===== config.mk =====
export PLATFORM = sky130hd
export DESIGN_NAME = pulse_width_meter
export DESIGN_NICKNAME = d
export VERILOG_FILES = /design/src/rtl/pulse_width_meter_pkg.sv /design/src/rtl/pulse_width_meter_sat_counter.sv /design/src/rtl/pulse_width_meter.sv
export SDC_FILE = /design/constraint.sdc
export NUM_CORES = 1
export LEC_CHECK = 0
export CAP_MARGIN = 15
export CELL_PAD_IN_SITES_DETAIL_PLACEMENT = 1
export CELL_PAD_IN_SITES_GLOBAL_PLACEMENT = 1
export CORE_MARGIN = 2
export CORE_UTILIZATION = 41
export CTS_CLUSTER_SIZE = 16
export DETAILED_ROUTE_END_ITERATION = 8
export GPL_ROUTABILITY_DRIVEN = 0
export GPL_TIMING_DRIVEN = 0
export HOLD_SLACK_MARGIN = 0.1
export PLACE_DENSITY_LB_ADDON = 0.25
export SYNTH_ARGS = -nofsm -noshare
export SYNTH_HDL_FRONTEND = slang
export SYNTH_SLANG_ARGS = --single-unit
export TNS_END_PERCENT = 30

===== constraint.sdc =====
create_clock -name clk -period 2.9 [get_ports clk]
set_clock_uncertainty 0.05 [all_clocks]
set_input_delay 0.29 -clock clk [delete_from_list [all_inputs] [get_ports clk]]
set_output_delay 0.29 -clock clk [all_outputs]
set_load 0.1 [all_outputs]

===== src/rtl/pulse_width_meter_pkg.sv =====
// Shared types and defaults for the pulse width meter slice.
package pulse_width_meter_pkg;

  typedef enum logic [1:0] {
    WAIT_LOW = 2'd0,
    IDLE     = 2'd1,
    MEAS     = 2'd2
  } pwm_state_e;

  // Default expected width tracks the generator's fixed pulse length.
  localparam int DEF_CNT_W     = 8;
  localparam int DEF_EXP_WIDTH = 10;
  localparam int DEF_PCNT_W    = 16;

endpackage


===== src/rtl/pulse_width_meter_sat_counter.sv =====
// Saturating width counter: load-to-1, increment-enable, sticky saturate flag.
module sat_counter
  import pulse_width_meter_pkg::*;
#(
  parameter int CNT_W = DEF_CNT_W
) (
  input  logic             clk,
  input  logic             rst,
  input  logic             load,
  input  logic             inc,
  output logic [CNT_W-1:0] cnt,
  output logic             sat
);

  localparam logic [CNT_W-1:0] MAX_C = {CNT_W{1'b1}};
  localparam logic [CNT_W-1:0] ONE_C = {{(CNT_W-1){1'b0}}, 1'b1};

  logic [CNT_W-1:0] cnt_r;
  logic             sat_r;

  // Count register; the flag marks an increment that was blocked at max.
  always_ff @(posedge clk) begin
    if (rst) begin
      cnt_r <= {CNT_W{1'b0}};
      sat_r <= 1'b0;
    end else if (load) begin
      cnt_r <= ONE_C;
      sat_r <= 1'b0;
    end else if (inc) begin
      if (cnt_r == MAX_C) begin
        sat_r <= 1'b1;
      end else begin
        cnt_r <= cnt_r + ONE_C;
      end
    end
  end

  assign cnt = cnt_r;
  assign sat = sat_r;

endmodule


===== src/rtl/pulse_width_meter.sv =====
// Measures din high widths, checks them against EXP_WIDTH and hands results
// out through a one-entry valid/ready holding register.
module pulse_width_meter
  import pulse_width_meter_pkg::*;
#(
  parameter int CNT_W     = DEF_CNT_W,
  parameter int EXP_WIDTH = DEF_EXP_WIDTH,
  parameter int PCNT_W    = DEF_PCNT_W
) (
  input  logic              clk,
  input  logic              rst,
  input  logic              din,
  input  logic              clear,
  output logic              width_valid,
  input  logic              width_ready,
  output logic [CNT_W-1:0]  width_data,
  output logic              err_short,
  output logic              err_long,
  output logic              sat,
  output logic [PCNT_W-1:0] pulse_cnt,
  output logic              overrun,
  output logic              busy
);

  localparam logic [CNT_W-1:0]  EXP_C  = CNT_W'(EXP_WIDTH);
  localparam logic [PCNT_W-1:0] PONE_C = {{(PCNT_W-1){1'b0}}, 1'b1};

  pwm_state_e        state_r, next_state_s;
  logic              load_s, inc_s, done_s, store_s, drop_s, accept_s;
  logic [CNT_W-1:0]  cnt_s;
  logic              cnt_sat_s;

  logic              width_valid_r, err_short_r, err_long_r, sat_r, overrun_r, busy_r;
  logic [CNT_W-1:0]  width_data_r;
  logic [PCNT_W-1:0] pulse_cnt_r;

  sat_counter #(.CNT_W(CNT_W)) u_cnt (
    .clk  (clk),
    .rst  (rst),
    .load (load_s),
    .inc  (inc_s),
    .cnt  (cnt_s),
    .sat  (cnt_sat_s)
  );

  // State register.
  always_ff @(posedge clk) begin
    if (rst) begin
      state_r <= WAIT_LOW;
    end else begin
      state_r <= next_state_s;
    end
  end

  // Next state and counter controls.
  always_comb begin
    next_state_s = state_r;
    load_s       = 1'b0;
    inc_s        = 1'b0;
    done_s       = 1'b0;
    case (state_r)
      WAIT_LOW: begin
        if (!din) next_state_s = IDLE;
        else      next_state_s = WAIT_LOW;
      end
      IDLE: begin
        if (din) begin
          next_state_s = MEAS;
          load_s       = 1'b1;
        end else begin
          next_state_s = IDLE;
        end
      end
      MEAS: begin
        if (din) begin
          next_state_s = MEAS;
          inc_s        = 1'b1;
        end else begin
          next_state_s = IDLE;
          done_s       = 1'b1;
        end
      end
      default: next_state_s = WAIT_LOW;
    endcase
  end

  assign accept_s = width_valid_r && width_ready;
  assign store_s  = done_s && (!width_valid_r || width_ready);
  assign drop_s   = done_s && width_valid_r && !width_ready;

  // Holding register: a completion may refill it on the same edge it is taken.
  always_ff @(posedge clk) begin
    if (rst) begin
      width_valid_r <= 1'b0;
      width_data_r  <= {CNT_W{1'b0}};
      err_short_r   <= 1'b0;
      err_long_r    <= 1'b0;
      sat_r         <= 1'b0;
    end else if (store_s) begin
      width_valid_r <= 1'b1;
      width_data_r  <= cnt_s;
      err_short_r   <= (cnt_s < EXP_C) && !cnt_sat_s;
      err_long_r    <= (cnt_s > EXP_C) || cnt_sat_s;
      sat_r         <= cnt_sat_s;
    end else if (accept_s) begin
      width_valid_r <= 1'b0;
    end
  end

  // Pulse counter, overrun flag and busy; a drop outranks clear on overrun.
  always_ff @(posedge clk) begin
    if (rst) begin
      pulse_cnt_r <= {PCNT_W{1'b0}};
      overrun_r   <= 1'b0;
      busy_r      <= 1'b0;
    end else begin
      busy_r <= (next_state_s == MEAS);
      if (clear) begin
        pulse_cnt_r <= done_s ? PONE_C : {PCNT_W{1'b0}};
      end else if (done_s) begin
        pulse_cnt_r <= pulse_cnt_r + PONE_C;
      end
      if (drop_s) begin
        overrun_r <= 1'b1;
      end else if (clear) begin
        overrun_r <= 1'b0;
      end
    end
  end

  assign width_valid = width_valid_r;
  assign width_data  = width_data_r;
  assign err_short   = err_short_r;
  assign err_long    = err_long_r;
  assign sat         = sat_r;
  assign pulse_cnt   = pulse_cnt_r;
  assign overrun     = overrun_r;
  assign busy        = busy_r;

endmodule


==> flow_summary.toml, run 1 <==
[floorplan]
row_count = 24
die_y_um = 70.04
start_util_pct = 41.93
die_area_um2 = 4905
io_pins = 35
core_um2 = 4264
dieWidth_um = 70.04

[layout]
utilization_pct = 53.73
area_growth_pct = 28.13
fillers = 511
drive_gt1_share_pct = 6.504
diodes = 0
fin_area_um2 = 2291
finalNetCount = 257
stdcell_count = 298

[clocking]
cts_resized = 0
worstSkewPairLatency_ns = 0.29
hold_buffers = 0
cts_made_buffers = 5
cts_max_level = 2
clk_pin_slew_ns = 0.08
cts.path.max_buffers = 2
clock-sinks = 40
cts-root-buf = "clkbuf_8"
postCtsSetupBuffers = 0
cts_tree = "built"

[timing]
rsz0062_at_grt = "no"
timing.hold.ws_ns = 0.3651
finalCritPeriodShare_pct = 78.51
slew_headroom_pct = 32.41
worst_pin_slew_ns = 1.011
worst_slack_ns = 0.6232
slew_viol_final = 0
tns_ns = 0
hold_violations = 0
setup_viol = 0
period_needed_ns = 2.277
max_freq_mhz = 439.2

[synthesis]
synth.area.top_cells = "dfxtp_1 (45%), nand2_1 (6.3%), a21oi_1 (5.9%), ha_1 (4.9%), xor2_1 (4.9%)"
syn-cell-area_um2 = 1788
ys_seq_area_share_pct = 44.79
synth_cell_type_count = 35
synth_flop_cell = "dfxtp_1"
avgSynthCellArea_um2 = 8.722
synth.top_cell.area_share_pct = 44.79
syn_inst = 205
synth_seq_cells = 40
synth_nets = 217
yosysWarnings = 0
synth-edff-count = 0
synth_top_area_cell = "dfxtp_1"
ys_async_sr_fraction_pct = 0

[place]
placed_cells = 290
port_buffers = 33
placed_area_um2 = 2183
hpwl_um = 3159
place_ws_ns = 0.7344

[worst_setup_path]
path_buf_inv = 1
cp_slowest_cell = "clkdlybuf4s50_1"
cp_top_family = "buffers and inverters"
start_kind = "flop"
reg2reg_slack_ns = 0.99
critPathMaxStageDelay_ns = 1.18
reg2reg_depth = 6
crit_arrival_ns = 1.94
crit-reg2reg-capture = "err_short$_SDFFE_PP0P_"
endpoint_kind = "primary output"
cp_max_fo = 7
path_cells = "clkdlybuf4s50_1"
critical_path_required_ns = 2.56
r2r_start = "busy$_SDFF_PP0_"
crit_cells = 1
worstSetupPathType = "reg2out"

[pwr]
p_total_mw = 1.054
cellPowerDensity_nw_per_um2 = 460.2
ir_drop_mv = 0.3107
p_leak_nw = 0.7744

[detailed_routing]
wl_per_cell_um = 14.32
dr.pass1.iters = 4
totalWireLength_um = 4266
postRouteAntennaNets = 0
drt_iter0_markers = 37
viasPerCell = 5.272
drc = 0
via_count = 1571

[global_routing]
grt_use_total_pct = 18.70
grt_pass1_wl_um = 7362
grt_max_degree = 13
antenna_found_initial = 0
grt_remaining_overflow = 0
grt_pass1_vias = 1614

[status]
status = "finished clean"

[worst_hold_path]
hp-start = "rst"
hold_class = "in2reg"
holdPathStages = 2
hold_end = "width_data[0]$_SDFFE_PP0P_"

[flow_run]
maxCapViolations = 0
==> worst register-to-register path, delay by kind of cell, from the launching register on <==
family	cells	cell delay, ns
simple gates	3	0.52
flops	1	0.39
fa+ha+maj	1	0.29
compound gates	1	0.28
buf+inv	1	0.27
==> layer usage <==
metal  vias to the layer above  GRT usage (%)  share of wire [%]
met3                         4          4.040                2.6
met1                       767          21.73                 44
met2                        17          34.39                 52
met5                         -              0                  0
li1                        783              -                  -
met4                         0          5.128                1.2
==> cells in the mapped netlist, drive strengths merged, types with 2 or more instances <==
library cell	number
or4	4
a21oi	21
buf	5
nor4	2
nand2b	2
inv	5
o21ai	6
nor2	22
o31ai	3
and2	2
nand2	30
nor2b	5
and4	3
xnor2	5
dfxtp	40
nand4	7
xor2	10
or3	4
clkbuf	4
ha	7
a211oi	3
nand3	6
==> area by class of cell <==
type                       instances  area [µm²]  area share (%)
clock buffer                       6       72.57           3.168
multi-input combinational        151       908.4           39.65
tap                               52       65.06           2.840
sequential                        40       800.8           34.95
timing repair buffer              33       330.3           14.42
buffer                             9       60.06           2.622
inverter                           5       18.77          0.8192
clock inverter                     2       35.03           1.529
==> worst max-delay path by stage <==
stage	slack, ns	end	start
4_1_cts	0.60	pulse_cnt[4]	pulse_cnt[4]$_SDFFE_PP0P_
3_3_place_gp	0.76	u_cnt.cnt[5]$_SDFFE_PP0P_	din
6_report	0.62	pulse_cnt[4]	pulse_cnt[4]$_SDFFE_PP0P_
2_1_floorplan	0.46	pulse_cnt[14]$_SDFFE_PP0P_	busy$_SDFF_PP0_
5_1_grt	0.54	pulse_cnt[4]	pulse_cnt[4]$_SDFFE_PP0P_
3_5_place_dp	0.73	pulse_cnt[13]$_SDFFE_PP0P_	din
==> flip-flops by register name, indices dropped and copies added, names as in the netlist <==
| register | cells |
|---|---|
| u_cnt.sat | 1 |
| state_r | 1 |
| sat | 1 |
| overrun | 1 |
| width_data | 8 |
| pulse_cnt | 16 |
| busy | 1 |
| u_cnt.cnt | 8 |
| err_long | 1 |
| width_valid | 1 |
| err_short | 1 |
==> layout by cell type, fill, tap and decap left out, drive strengths merged, types with 6 or more instances in the layout <==
| cell type | Yosys | layout |
|---|---|---|
| ha | 7 | 7 |
| nand4 | 7 | 7 |
| nor2 | 22 | 22 |
| o21ai | 6 | 6 |
| nand2 | 30 | 30 |
| clkdlybuf4s50 | 0 | 33 |
| nand3 | 6 | 6 |
| dfxtp | 40 | 40 |
| xor2 | 10 | 10 |
| a21oi | 21 | 21 |
| clkbuf | 4 | 10 |
==> cells by family after synthesis <==
group / synth area share [%]
and+or+nand+nor: 26.31
DFF: 44.79
AOI/OAI and AO/OA: 12.25
xor gates and xnor gates: 7.347
buffers and inverters: 4.408
adders and majority gates: 4.898
==> power breakdown <==
group          switching [mW]  internal, mW  leakage, nW
clock network           0.187         0.255       0.0552
logic                  0.0369        0.0180        0.397
registers             0.00482         0.553        0.323
total                   0.228         0.826        0.774
Note: power is estimated with default switching activity, not from simulation.
==> run 2: changes to the inputs <==
--- a/config.mk
+++ b/config.mk
@@ -9,7 +9,7 @@
 export CELL_PAD_IN_SITES_DETAIL_PLACEMENT = 1
 export CELL_PAD_IN_SITES_GLOBAL_PLACEMENT = 1
 export CORE_MARGIN = 2
-export CORE_UTILIZATION = 41
+export CORE_UTILIZATION = 38
 export CTS_CLUSTER_SIZE = 16
 export DETAILED_ROUTE_END_ITERATION = 8
 export GPL_ROUTABILITY_DRIVEN = 0
==> constraint.sdc (replaced) <==
create_clock -name clk -period 2.1 [get_ports clk]
set_clock_uncertainty 0.05 [all_clocks]
set_input_delay 0.21 -clock clk [delete_from_list [all_inputs] [get_ports clk]]
set_output_delay 0.21 -clock clk [all_outputs]
set_load 0.1 [all_outputs]
==> run 2 against run 1 <==
Net effect: worst hold slack got worse by 0.053 ns; clock power grew 17%; die area rose by 7.4%; via count fell by 0.13%; largest cell class unchanged.
==> flow_summary.toml, run 2 (same netlist as run 1, synthesis figures left out) <==
[worst_setup_path]
endpoint_kind = "primary output"
reg2reg_slack_ns = 0.24
crit_cells = 1
cp_max_fo = 4
critical_path_required_ns = 1.84
path_cells = "clkdlybuf4s50_1"
cp_slowest_cell = "clkdlybuf4s50_1"
cp_top_family = "buffers and inverters"
path_buf_inv = 1
reg2reg_depth = 6
start_kind = "flop"
critPathMaxStageDelay_ns = 1.14
crit-reg2reg-capture = "u_cnt.cnt[5]$_SDFFE_PP0P_"
r2r_start = "state_r[0]$_SDFF_PP0_"
worstSetupPathType = "reg2out"
cp-startpoint = "pulse_cnt[2]$_SDFFE_PP0P_"
crit_arrival_ns = 1.80

[worst_hold_path]
hold_class = "in2reg"
hold_end = "width_data[0]$_SDFFE_PP0P_"
holdPathStages = 2
hp-start = "rst"

[timing]
slew_viol_final = 0
slew_headroom_pct = 34.09
worst_pin_slew_ns = 0.9855
setup_viol = 0
period_needed_ns = 2.058
hold_violations = 0
rsz0062_at_grt = "no"
finalCritPeriodShare_pct = 97.99
worst_slack_ns = 0.04212
max_freq_mhz = 485.9

[detailed_routing]
totalWireLength_um = 4164
viasPerCell = 5.265
wl_per_cell_um = 13.97
drc = 0
via_count = 1569
drt_iter0_markers = 61
postRouteAntennaNets = 0
dr.pass1.iters = 4

[pwr]
ir_drop_mv = 0.2927
p_leak_nw = 0.8650
cellPowerDensity_nw_per_um2 = 595.3

[layout]
finalNetCount = 257
diodes = 0
stdcell_count = 298
layout_common_cells = "nand2_1 (29), dfxtp_1 (29), clkdlybuf4s50_1 (25)"
utilization_pct = 51.63
drive_gt1_share_pct = 10.98
area_growth_pct = 28.34
fillers = 532
largest_register_ffs = 16

[clocking]
clock-sinks = 40
clk_pin_slew_ns = 0.08
cts_tree = "built"
hold_buffers = 0
cts.path.max_buffers = 2
cts_max_level = 2
worstSkewPairLatency_ns = 0.29
cts_made_buffers = 5
postCtsSetupBuffers = 0
cts-root-buf = "clkbuf_8"

[place]
place_ws_ns = -0.0002980
hpwl_um = 3107
placed_cells = 290
port_buffers = 33

[floorplan]
dieWidth_um = 72.60
core_um2 = 4444
die_area_um2 = 5270
start_util_pct = 40.23
row_count = 24
io_pins = 35
die_y_um = 72.60

[global_routing]
grt_use_total_pct = 17.16
grt_pass1_vias = 1522
grt_pass1_wl_um = 7182
grt_remaining_overflow = 0
grt_max_degree = 12
antenna_found_initial = 0

[status]
status = "finished clean"

[flow_run]
maxCapViolations = 0
run 2: cell count changes in the layout (fill, tap and decap cells not counted):
cell             change
clkdlybuf4s50_1      -8
clkbuf_8             +1
nand2_2              +1
clkbuf_1             +1
dlymetal6s2s_1       +4
clkinv_2             -1
nand2_1              -1
dlygate4sd2_1        +4
dfxtp_1             -11
bufinv_16            -1
dfxtp_2             +11
run 2: metrics by stage:
step / setup TNS (ns) / hold WS (ns) / total power [mW] / cell area, µm²
5_1_grt: 0 / 0.3490 / 1.428 / 2295
4_1_cts: 0 / 0.3178 / 1.387 / 2282
2_1_floorplan: 0 / 0.2387 / 0.8386 / 1802
6_report: 0 / 0.3119 / 1.366 / 2295
3_5_place_dp: -0.0002980 / 0.4045 / 0.8652 / 2197
3_3_place_gp: 0 / 0.3972 / 0.8641 / 2197
run 2: layout make-up:
cell class	count	area, µm²	share of cell area (%)
repair buffers	33	335.3	14.61
plain buffers	9	60.06	2.617
multi-input cells	151	910.9	39.69
clock buffers	8	90.09	3.926
well taps	52	65.06	2.835
inverters	5	18.77	0.8179
flip-flops and latches	40	814.5	35.50
run 2: metal layers:
metal,share of wire [%],global-route usage [%]
met5,0,0
met3,2.4,4.420
met1,46,21.77
met4,0.70,2.675
met2,51,29.90
run 2: power breakdown:
part,internal [mW],switching [mW],total [mW]
registers,0.764,0.00630,0.770
clock network,0.268,0.251,0.519
logic,0.0250,0.0521,0.0771
run 2: repair_timing:
action,in CTS,in global routing
resized for setup,4,5
gates cloned,0,0
endpoints found under the setup margin,4,5
run 2: worst max-delay path by stage:
stage | endpoint | slack (ns)
2_1_floorplan | pulse_cnt[13]$_SDFFE_PP0P_ | 0.04
3_3_place_gp | u_cnt.cnt[5]$_SDFFE_PP0P_ | 0.02
3_5_place_dp | u_cnt.cnt[5]$_SDFFE_PP0P_ | -0.0003
4_1_cts | pulse_cnt[13] | 0.007
5_1_grt | pulse_cnt[2] | 0.005
6_report | pulse_cnt[2] | 0.04
==> run 3: changes to the inputs <==
--- a/config.mk
+++ b/config.mk
@@ -15,7 +15,7 @@
 export GPL_ROUTABILITY_DRIVEN = 0
 export GPL_TIMING_DRIVEN = 0
 export HOLD_SLACK_MARGIN = 0.1
-export PLACE_DENSITY_LB_ADDON = 0.25
+export PLACE_DENSITY = 0.88
 export SYNTH_ARGS = -nofsm -noshare
 export SYNTH_HDL_FRONTEND = slang
 export SYNTH_SLANG_ARGS = --single-unit
==> run 3 against run 2 <==
Net effect: non-clock buffer count is the same; register-to-register slack lost 0.08 ns; maximum frequency fell by 1.3%; critical path depth did not move.
==> flow_summary.toml, run 3 (same netlist as run 1, synthesis figures left out) <==
[status]
status = "finished clean"

[global_routing]
use_met1_pct = 23.71
use_met3_pct = 3.315
grt_use_total_pct = 18.37
busiest_layer = "met2"
grt_remaining_overflow = 0
grt_pass1_vias = 1577
antenna_found_initial = 0
grt_use_met2_pct = 30.00
grt_pass1_wl_um = 7507
grt_max_degree = 13

[detailed_routing]
viasPerCell = 5.342
drc = 0
drt_iter0_markers = 48
totalWireLength_um = 4407
wl_per_cell_um = 14.79
postRouteAntennaNets = 0
via_count = 1592
dr.pass1.iters = 4

[timing]
period_needed_ns = 2.086
hold_violations = 0
tns_ns = 0
slew_headroom_pct = 33.78
rsz0062_at_grt = "no"
finalCritPeriodShare_pct = 99.33
worst_pin_slew_ns = 0.9902
worst_slack_ns = 0.01413
slew_viol_final = 0
max_freq_mhz = 479.4
setup_viol = 0

[worst_setup_path]
crit_arrival_ns = 1.83
start_kind = "flop"
cp_slowest_cell = "clkdlybuf4s50_1"
critical_path_required_ns = 1.84
endpoint_kind = "primary output"
cp_max_fo = 3
path_cells = "clkdlybuf4s50_1"
cp_top_family = "buffers and inverters"
path_buf_inv = 1
critPathMaxStageDelay_ns = 1.15
worstSetupPathType = "reg2out"

[clocking]
worstSkewPairLatency_ns = 0.30
clock-sinks = 40
cts_tree = "built"
cts.path.max_buffers = 2
clk_pin_slew_ns = 0.08
cts_max_level = 2
cts-root-buf = "clkbuf_8"
cts_made_buffers = 5

[layout]
drive_gt1_share_pct = 10.98
area_growth_pct = 29.18
fillers = 548
layout_common_cells = "nand2_1 (30), dfxtp_1 (29), nor2_1 (22), clkdlybuf4s50_1 (22), a21oi_1 (21)"
largest_register_ffs = 16
finalNetCount = 257
diodes = 0
final_common_cell = "nand2_1"

[floorplan]
core_um2 = 4444
start_util_pct = 40.23
dieWidth_um = 72.60
io_pins = 35
die_y_um = 72.60
row_count = 24
die_area_um2 = 5270

[flow_run]
maxCapViolations = 0

[place]
place_ws_ns = 0.04849
port_buffers = 33
hpwl_um = 3206

[pwr]
cell_internal_pwr_mw = 1.141
swShare_pct = 22.58
ir_drop_mv = 0.2966
p_seq_share_pct = 52.2
clockPowerShare_pct = 42.5
cellPowerDensity_nw_per_um2 = 638.1
comb_power_share_pct = 5.3
p_total_mw = 1.474
power.switching_mw = 0.3328
p_leak_nw = 0.9023

[worst_hold_path]
hold_class = "in2reg"
## run 3: cell types whose count changed in the layout (fill, tap and decap cells not counted)
| cell | previous run | this run |
|---|---|---|
| clkbuf_1 | 6 | 5 |
| clkdlybuf4s50_1 | 25 | 22 |
| clkbuf_8 | 6 | 5 |
| dlygate4sd2_1 | 4 | 6 |
| nand2_2 | 1 | 0 |
| nand2_1 | 29 | 30 |
| dlymetal6s2s_1 | 4 | 5 |
| bufinv_16 | 0 | 1 |
| clkinv_2 | 0 | 1 |
## run 3: layout make-up
class / count / area, µm² / area share [%]
plain buffers: 9 / 60.06 / 2.600
clock buffers: 6 / 72.57 / 3.142
clock inverters: 2 / 35.03 / 1.517
inverters: 5 / 18.77 / 0.8126
multi-input cells: 151 / 908.4 / 39.33
flip-flops and latches: 40 / 814.5 / 35.27
well taps: 52 / 65.06 / 2.817
repair buffers: 33 / 335.3 / 14.52
## run 3: path summary, 6_finish.rpt
check | from | to | slack [ns] | cells past startpoint
worst max-delay path | width_valid$_SDFFE_PP0P_ | width_valid | 0.01 | 1
worst min-delay path | rst | width_data[1]$_SDFFE_PP0P_ | 0.26 | 2
worst max register to register | state_r[0]$_SDFF_PP0_ | err_short$_SDFFE_PP0P_ | 0.16 | 7
worst min register to register | width_data[1]$_SDFFE_PP0P_ | width_data[1]$_SDFFE_PP0P_ | 0.41 | 2
## run 3: per-layer routing
metal  vias to the layer above  part of all wire (%)
li1                        784                     -
met1                       776                    47
met2                        24                    48
met3                         8                   2.9
met4                         0                   1.9
met5                         -                     0
## run 3: worst reg2reg max path, delay by kind of cell, from the launching register on
family,cells,cell delay [ns]
compound gates,1,0.28
fa+ha+maj,1,0.23
buf+inv,2,0.38
flops,1,0.33
simple gates,3,0.55
## run 3: power by group through the flow
stage	registers, mW	logic [mW]	clock network (mW)
detailed placement	0.788	0.0774	0
floorplan	0.803	0.0353	0
global route	0.771	0.0843	0.670
CTS	0.770	0.0784	0.644
finish	0.770	0.0774	0.627
global placement	0.787	0.0758	0
## run 3: timing repair
action	4_1_cts	5_1_grt
hold endpoints to repair	0	0
endpoints found under the setup margin	6	5
hold buffers	0	0
gates resized for setup	6	5
cloned	0	0
buffers inserted	0	0
## run 3: stage by stage
step / instance area [µm²] / instances / hold slack [ns] / util [%]
4_1_cts: 2297 / 298 / 0.2621 / 51.69
5_1_grt: 2310 / 298 / 0.2875 / 51.97
3_5_place_dp: 2197 / 290 / 0.3988 / 49.44
2_1_floorplan: 1802 / 205 / 0.2387 / -
3_3_place_gp: 2197 / 290 / 0.3958 / 49.44
6_report: 2310 / 298 / 0.2641 / 51.97
